<file path="src/rtl/tpu_host_driver_pkg.sv">
// Shared types and TPU address map for the TPU host driver.
package tpu_drv_pkg;

  typedef enum logic [2:0] {
    IDLE,
    LOAD_A,
    LOAD_B,
    CLR_C,
    START,
    WAIT,
    READ
  } state_e;

  localparam int unsigned A_BASE       = 32'h100;
  localparam int unsigned A_ROW_STRIDE = 8;
  localparam int unsigned B_BASE       = 32'h200;
  localparam int unsigned C_BASE       = 32'h300;
  localparam int unsigned START_ADDR   = 32'h400;
  localparam int unsigned C_ROW_STRIDE = 16;
  localparam int unsigned C_HI_OFS     = 8;

  // C word k is row k/2, low half for even k and high half for odd k.
  function automatic int unsigned c_word_addr(input int unsigned k);
    return C_BASE + C_ROW_STRIDE * (k >> 1) + C_HI_OFS * (k & 32'd1);
  endfunction

endpackage

</file>
<file path="src/rtl/tpu_host_driver_if.sv">
// Host-stream and TPU memory-port signals of the driver, with driver/peer views.
interface tpu_host_driver_if #(
  parameter int ADDRW = 16,
  parameter int DATAW = 64
);
  logic             job_valid;
  logic             job_ready;
  logic             in_valid;
  logic             in_ready;
  logic [DATAW-1:0] in_data;
  logic             out_valid;
  logic             out_ready;
  logic [DATAW-1:0] out_data;
  logic             done;
  logic             tpu_r_w;
  logic [ADDRW-1:0] tpu_addr;
  logic [DATAW-1:0] tpu_wdata;
  logic [DATAW-1:0] tpu_rdata;

  modport master (
    input  job_valid, in_valid, in_data, out_ready, tpu_rdata,
    output job_ready, in_ready, out_valid, out_data, done,
           tpu_r_w, tpu_addr, tpu_wdata
  );

  modport slave (
    output job_valid, in_valid, in_data, out_ready, tpu_rdata,
    input  job_ready, in_ready, out_valid, out_data, done,
           tpu_r_w, tpu_addr, tpu_wdata
  );
endinterface

</file>
<file path="src/rtl/tpu_host_driver_wait_timer.sv">
// Loadable down-counter; expired_o is high while the count sits at zero.
module tpu_drv_wait_timer #(
  parameter int MAXV = 32,
  parameter int W    = $clog2(MAXV + 1)
) (
  input  logic         clk,
  input  logic         rst_n,
  input  logic         load_i,
  input  logic [W-1:0] load_val_i,
  input  logic         en_i,
  output logic         expired_o
);
  logic [W-1:0] cnt_q, cnt_d;

  always_comb begin
    cnt_d = cnt_q;
    if (load_i) begin
      cnt_d = load_val_i;
    end else if (en_i && (cnt_q != '0)) begin
      cnt_d = cnt_q - W'(1);
    end
  end

  always_ff @(posedge clk or negedge rst_n) begin
    if (!rst_n) begin
      cnt_q <= '0;
    end else begin
      cnt_q <= cnt_d;
    end
  end

  assign expired_o = (cnt_q == '0);

endmodule

</file>
<file path="src/rtl/tpu_host_driver.sv">
// Sequences one TPU matmul job: load A/B, start, wait, stream C back.
// Define TPU_DRV_CLEAR_C_EN to zero C before each start (otherwise C accumulates).
module tpu_host_driver
  import tpu_drv_pkg::*;
#(
  parameter int BITS_AB     = 8,
  parameter int BITS_C      = 16,
  parameter int DIM         = 8,
  parameter int ADDRW       = 16,
  parameter int DATAW       = 64,
  parameter int COMPUTE_CYC = 4 * DIM
) (
  input  logic               clk,
  input  logic               rst_n,
  tpu_host_driver_if.master  bus
);
  localparam int CW = $clog2(2 * DIM);
  localparam int TW = $clog2(COMPUTE_CYC + 1);
  localparam logic [CW-1:0] ROW_LAST  = CW'(DIM - 1);
  localparam logic [CW-1:0] WORD_LAST = CW'(2 * DIM - 1);
  // Only the bits that carry matrix elements are forwarded.
  localparam logic [DATAW-1:0] AB_MASK = {DATAW{1'b1}} >> (DATAW - DIM * BITS_AB);
  localparam logic [DATAW-1:0] C_MASK  = {DATAW{1'b1}} >> (DATAW - (DIM / 2) * BITS_C);

`ifdef TPU_DRV_CLEAR_C_EN
  localparam state_e AFTER_B = CLR_C;
`else
  localparam state_e AFTER_B = START;
`endif

  state_e            state_q, state_d;
  logic [CW-1:0]     cnt_q, cnt_d;
  logic              rw_q, rw_d;
  logic [ADDRW-1:0]  addr_q, addr_d;
  logic [DATAW-1:0]  wdata_q, wdata_d;
  logic              out_valid_q, out_valid_d;
  logic [DATAW-1:0]  out_data_q, out_data_d;
  logic              rd_pend_q, rd_pend_d;
  logic              done_q, done_d;
  logic              tmr_load, tmr_expired;

  logic job_hs, in_hs, out_hs, row_last, word_last, in_ready;

  assign in_ready  = (state_q == LOAD_A) || (state_q == LOAD_B);
  assign job_hs    = bus.job_valid && (state_q == IDLE);
  assign in_hs     = bus.in_valid && in_ready;
  assign out_hs    = out_valid_q && bus.out_ready;
  assign row_last  = (cnt_q == ROW_LAST);
  assign word_last = (cnt_q == WORD_LAST);

  tpu_drv_wait_timer #(
    .MAXV (COMPUTE_CYC),
    .W    (TW)
  ) u_wait_timer (
    .clk        (clk),
    .rst_n      (rst_n),
    .load_i     (tmr_load),
    .load_val_i (TW'(COMPUTE_CYC)),
    .en_i       (state_q == WAIT),
    .expired_o  (tmr_expired)
  );

  always_ff @(posedge clk or negedge rst_n) begin
    if (!rst_n) begin
      state_q <= IDLE;
    end else begin
      state_q <= state_d;
    end
  end

  always_comb begin
    state_d = state_q;
    unique case (state_q)
      IDLE:   if (job_hs) state_d = LOAD_A;
      LOAD_A: if (in_hs && row_last) state_d = LOAD_B;
      LOAD_B: if (in_hs && row_last) state_d = AFTER_B;
`ifdef TPU_DRV_CLEAR_C_EN
      CLR_C:  if (word_last) state_d = START;
`endif
      START:  state_d = WAIT;
      WAIT:   if (tmr_expired) state_d = READ;
      READ:   if (out_hs && word_last) state_d = IDLE;
      default: state_d = IDLE;
    endcase
  end

  // Bus and stream outputs are computed here and registered below, so the
  // bus shows each access the cycle after the decision to make it.
  always_comb begin
    cnt_d       = cnt_q;
    rw_d        = 1'b0;
    addr_d      = '0;
    wdata_d     = '0;
    out_valid_d = out_valid_q;
    out_data_d  = out_data_q;
    rd_pend_d   = rd_pend_q;
    done_d      = 1'b0;
    tmr_load    = 1'b0;
    unique case (state_q)
      IDLE: begin
        if (job_hs) cnt_d = '0;
      end
      LOAD_A: begin
        if (in_hs) begin
          rw_d    = 1'b1;
          addr_d  = ADDRW'(A_BASE + A_ROW_STRIDE * 32'(cnt_q));
          wdata_d = bus.in_data & AB_MASK;
          cnt_d   = row_last ? '0 : cnt_q + CW'(1);
        end
      end
      LOAD_B: begin
        if (in_hs) begin
          rw_d    = 1'b1;
          addr_d  = ADDRW'(B_BASE);
          wdata_d = bus.in_data & AB_MASK;
          cnt_d   = row_last ? '0 : cnt_q + CW'(1);
        end
      end
`ifdef TPU_DRV_CLEAR_C_EN
      CLR_C: begin
        rw_d   = 1'b1;
        addr_d = ADDRW'(c_word_addr(32'(cnt_q)));
        cnt_d  = word_last ? '0 : cnt_q + CW'(1);
      end
`endif
      START: begin
        rw_d     = 1'b1;
        addr_d   = ADDRW'(START_ADDR);
        tmr_load = 1'b1;
      end
      WAIT: begin
        if (tmr_expired) begin
          addr_d    = ADDRW'(c_word_addr(32'd0));
          rd_pend_d = 1'b1;
          cnt_d     = '0;
        end
      end
      READ: begin
        if (rd_pend_q) begin
          out_data_d  = bus.tpu_rdata & C_MASK;
          out_valid_d = 1'b1;
          rd_pend_d   = 1'b0;
        end else if (out_hs) begin
          out_valid_d = 1'b0;
          if (word_last) begin
            done_d = 1'b1;
            cnt_d  = '0;
          end else begin
            // Next read goes out on the handshake edge: one word per 2 cycles.
            cnt_d     = cnt_q + CW'(1);
            addr_d    = ADDRW'(c_word_addr(32'(cnt_q) + 32'd1));
            rd_pend_d = 1'b1;
          end
        end
      end
      default: ;
    endcase
  end

  always_ff @(posedge clk or negedge rst_n) begin
    if (!rst_n) begin
      cnt_q       <= '0;
      rw_q        <= 1'b0;
      addr_q      <= '0;
      wdata_q     <= '0;
      out_valid_q <= 1'b0;
      out_data_q  <= '0;
      rd_pend_q   <= 1'b0;
      done_q      <= 1'b0;
    end else begin
      cnt_q       <= cnt_d;
      rw_q        <= rw_d;
      addr_q      <= addr_d;
      wdata_q     <= wdata_d;
      out_valid_q <= out_valid_d;
      out_data_q  <= out_data_d;
      rd_pend_q   <= rd_pend_d;
      done_q      <= done_d;
    end
  end

  assign bus.job_ready = (state_q == IDLE);
  assign bus.in_ready  = in_ready;
  assign bus.out_valid = out_valid_q;
  assign bus.out_data  = out_data_q;
  assign bus.done      = done_q;
  assign bus.tpu_r_w   = rw_q;
  assign bus.tpu_addr  = addr_q;
  assign bus.tpu_wdata = wdata_q;

endmodule

</file>
<file path="src/flat_wrapper.sv">
// flat-port wrapper written by rule: the top's interface ports become plain ports
module tpu_host_driver_flat import tpu_drv_pkg::*;
#(
  parameter int BITS_AB     = 8,
  parameter int BITS_C      = 16,
  parameter int DIM         = 8,
  parameter int ADDRW       = 16,
  parameter int DATAW       = 64,
  parameter int COMPUTE_CYC = 4 * DIM
)
  (clk, rst_n, bus_job_valid, bus_in_valid, bus_in_data, bus_out_ready, bus_tpu_rdata, bus_job_ready, bus_in_ready, bus_out_valid, bus_out_data, bus_done, bus_tpu_r_w, bus_tpu_addr, bus_tpu_wdata);
  tpu_host_driver_if #(.ADDRW(ADDRW), .DATAW(DATAW)) bus_i ();
  input  logic clk;
  input  logic rst_n;
  input wire logic [$bits(bus_i.job_valid)-1:0] bus_job_valid;
  input wire logic [$bits(bus_i.in_valid)-1:0] bus_in_valid;
  input wire logic [$bits(bus_i.in_data)-1:0] bus_in_data;
  input wire logic [$bits(bus_i.out_ready)-1:0] bus_out_ready;
  input wire logic [$bits(bus_i.tpu_rdata)-1:0] bus_tpu_rdata;
  output wire logic [$bits(bus_i.job_ready)-1:0] bus_job_ready;
  output wire logic [$bits(bus_i.in_ready)-1:0] bus_in_ready;
  output wire logic [$bits(bus_i.out_valid)-1:0] bus_out_valid;
  output wire logic [$bits(bus_i.out_data)-1:0] bus_out_data;
  output wire logic [$bits(bus_i.done)-1:0] bus_done;
  output wire logic [$bits(bus_i.tpu_r_w)-1:0] bus_tpu_r_w;
  output wire logic [$bits(bus_i.tpu_addr)-1:0] bus_tpu_addr;
  output wire logic [$bits(bus_i.tpu_wdata)-1:0] bus_tpu_wdata;
  assign bus_i.job_valid = bus_job_valid;
  assign bus_i.in_valid = bus_in_valid;
  assign bus_i.in_data = bus_in_data;
  assign bus_i.out_ready = bus_out_ready;
  assign bus_i.tpu_rdata = bus_tpu_rdata;
  assign bus_job_ready = bus_i.job_ready;
  assign bus_in_ready = bus_i.in_ready;
  assign bus_out_valid = bus_i.out_valid;
  assign bus_out_data = bus_i.out_data;
  assign bus_done = bus_i.done;
  assign bus_tpu_r_w = bus_i.tpu_r_w;
  assign bus_tpu_addr = bus_i.tpu_addr;
  assign bus_tpu_wdata = bus_i.tpu_wdata;
  tpu_host_driver #(.BITS_AB(BITS_AB), .BITS_C(BITS_C), .DIM(DIM), .ADDRW(ADDRW), .DATAW(DATAW), .COMPUTE_CYC(COMPUTE_CYC)) u_core (.clk(clk), .rst_n(rst_n), .bus(bus_i));
endmodule
</file>
<file path="config.mk">
export PLATFORM = sky130hd
export DESIGN_NAME = tpu_host_driver_flat
export DESIGN_NICKNAME = d
export VERILOG_FILES = /design/src/rtl/tpu_host_driver_pkg.sv /design/src/rtl/tpu_host_driver_if.sv /design/src/rtl/tpu_host_driver_wait_timer.sv /design/src/rtl/tpu_host_driver.sv /design/src/flat_wrapper.sv
export SDC_FILE = /design/constraint.sdc
export NUM_CORES = 1
export LEC_CHECK = 0
export ABC_CLOCK_PERIOD_IN_PS = 3000
export CAP_MARGIN = 20
export CORE_MARGIN = 2
export CORE_UTILIZATION = 44
export DETAILED_ROUTE_END_ITERATION = 7
export GPL_ROUTABILITY_DRIVEN = 0
export PLACE_DENSITY = 0.86
export SYNTH_ARGS = -nofsm -noshare
export SYNTH_HDL_FRONTEND = slang
export SYNTH_SLANG_ARGS = --single-unit
</file>
<file path="constraint.sdc">
create_clock -name clk -period 3 [get_ports clk]
set_input_delay 0.45 -clock clk [delete_from_list [all_inputs] [get_ports clk]]
set_output_delay 0.45 -clock clk [all_outputs]
set_load 0.05 [all_outputs]
</file>
==> metrics.txt <==
post-synth cell types 44; chip width 118 µm; fmax 400 MHz; Clock Latency Late Sink 0.42 ns; unrepaired setup endpoints after global routing false; cell taking the most area after synthesis dfrtp_1; Synth async-reset ratio 100%; critical path required time 2.55 ns; hold-fix buffer count after cts 0; pwr/cell area 1160 nW/µm²; Lkg Pwr 4.20 nW; Worst slew margin 49.6%; GRT Residual Overflow 0; EDFF count, synth 0; Synth Instances 416; initial antenna violation count 0; first-pass GRT wire length 24,400 µm; setup TNS 0 ns; Period Utilization, post-route 83.4%; crit path DAT 2.05 ns; critical path's largest stage delay 0.83 ns; initial core utilization 45.2%; First-pass DRT Iterations 4; dpl hpwl 11,300 µm; Initial DRC Count 209; CORE AREA 12,700 µm²; vias in the first global route 4,543; drt drc 0; status finished, final reports clean; CTS root buf clkbuf_16; GRT Overall Usage 22.7%; vias per cell 4.91; r2r setup slk 0.97 ns; fillers 888; worst path cell trace nor3_1 > clkdlybuf4s50_1; Area Overhead vs Synth 59.6%; layout net count 823; Synth top area share 66.1%; Routed WL 15,700 µm; Setup crit start kind register; Vert. Die Dim 118 µm; worst path bufs/invs 1; number of hold violations in the final report 0; Syn Area/Cell 13.8 µm²; Max VDD drop 0.000537 V; Seq/Total Area, Yosys 66.1%; HP Class in2async; full die area 14,000 µm²; crit path time final 2.50 ns; post-CTS resize count 0; Pins Over Slew Limit 0; total number of vias 4,272; Setup WS pre-CTS 0.746 ns; ANT nets after route 0; layout cell share with drive strength beyond 1 13.6%; site row count 41; fin worst setup slack 0.499 ns; pin count of the biggest net entering global routing 83; I/O pin count 282; TritonCTS Buffers 17; final setup violation count 0; Reg clk slew, reported paths 0.06 ns; antenna cells 0; slew at the pin with the worst max-slew slack 0.756 ns; crit end category output pin; ys flop type dfrtp_1; CTS tree built; CTS H-Tree Depth 4; Slowest cell on crit path clkdlybuf4s50_1; max-cap viol count 0; clock skew 0.00722 ns; Setup Buffers After CTS 0; Ys Warns 0; #FFs+latches synth 152; clock sink total 152; PortBufs 272; CP Class reg2out; routed wire length per instance 18.0 µm; Crit Path Max Fanout 17; Clock Tree Buf Depth 2; CP top delay family buffers and inverters; Synth Cell Area 5760 µm²; ranking of synthesized cells by area dfrtp_1 (66%), mux2_2 (9.8%), and3_1 (7.0%)
cells in the final DEF, fill, tap and decap left out, types with 4 or more instances in the layout:
master,instances
nand3_1,6
nand2_1,10
dfrtp_1,152
clkdlybuf4s50_1,270
o21ai_1,4
nor2b_1,6
mux2_1,16
clkbuf_16,17
and3_1,64
buf_4,4
o21ai_0,7
inv_1,5
conb_1,9
mux2_2,50
nor2_1,13
final timing paths:
path	cells past startpoint	end	from
setup reg to reg	5	u_core.bus.tpu_wdata[48]$_DFF_PN0_	u_core.state_q[0]$_DFFE_PN0P_
hold reg to reg	1	u_core.bus.out_data[46]$_DFFE_PN0N_	u_core.bus.out_data[46]$_DFFE_PN0N_
max in group asynchronous	2	u_core.bus.tpu_wdata[23]$_DFF_PN0_	rst_n
hold / removal	1	u_core.bus.out_data[60]$_DFFE_PN0N_	rst_n
min in group clk	1	u_core.bus.out_data[46]$_DFFE_PN0N_	u_core.bus.out_data[46]$_DFFE_PN0N_
setup / recovery	2	bus_job_ready	u_core.state_q[1]$_DFFE_PN0P_
cell type report:
cell class | instances | area, µm² | share of cell area [%]
sequential | 152 | 3800 | 41.4
inverter | 6 | 22.5 | 0.245
multi-input combinational | 233 | 1790 | 19.5
clock buffer | 22 | 474 | 5.16
timing repair buffer | 277 | 2780 | 30.3
clock inverter | 8 | 97.6 | 1.06
tap | 172 | 215 | 2.34
per-layer routing:
| metal | routed length, µm | track usage [%] | vias up | part of all wire [%] |
|---|---|---|---|---|
| li1 | - | - | 1971 | - |
| met1 | 5970 | 25.9 | 2081 | 38 |
| met2 | 8050 | 39.3 | 187 | 51 |
| met3 | 1230 | 7.34 | 33 | 7.8 |
| met4 | 442 | 9.38 | 0 | 2.8 |
| met5 | 0 | 0 | - | 0 |
state kept, by name, summed over array words and instances (netlist names):
name and flops:
u_core.bus.done 1, u_core.rd_pend_q 1, u_core.cnt_q 4, u_core.bus.out_valid 1, u_core.state_q 3, u_core.u_wait_timer.cnt_q 6
u_core.bus.out_data 64, u_core.bus.tpu_r_w 1, u_core.bus.tpu_addr 7, u_core.bus.tpu_wdata 64
per-stage QoR:
stage	cells	total power [mW]	utilization [%]	hold WS, ns	cell area (µm²)
after floorplan	424	6.71	-	0.154	5790
after global placement	840	8.46	67.7	0.474	8620
after detailed placement	840	8.61	67.7	0.483	8620
after CTS	870	10.7	72.2	0.105	9190
after global routing	870	11.1	72.2	0.116	9190
final	870	10.6	72.2	0.0470	9190
cell families after synthesis:
group / synth area share [%]
multiplexers: 12.9
adder cells (fa/ha/maj): 0.652
flip-flops: 66.1
XOR/XNOR: 0.761
buffers and inverters: 3.39
AND/OR/NAND/NOR: 12.0
other: 0.0651
AO/OA/AOI/OAI: 4.17
synthesized netlist by cell type, types with 4 or more instances:
| library cell | n |
|---|---|
| dfrtp_1 | 152 |
| and3_1 | 64 |
| mux2_2 | 50 |
| mux2_1 | 16 |
| clkbuf_1 | 14 |
| nor2_1 | 13 |
| buf_4 | 10 |
| nand2_1 | 10 |
| buf_2 | 9 |
| nand3_1 | 7 |
| o21ai_0 | 7 |
| nor2b_1 | 6 |
| inv_1 | 5 |
| o21ai_1 | 4 |
report_power, final:
part / switching [mW] / internal, mW / leakage (nW)
Sequential: 0.408 / 2.76 / 1.93
Combinational: 3.48 / 1.93 / 2.00
Clock: 0.784 / 1.28 / 0.274
(Power assumes the default switching activity.)
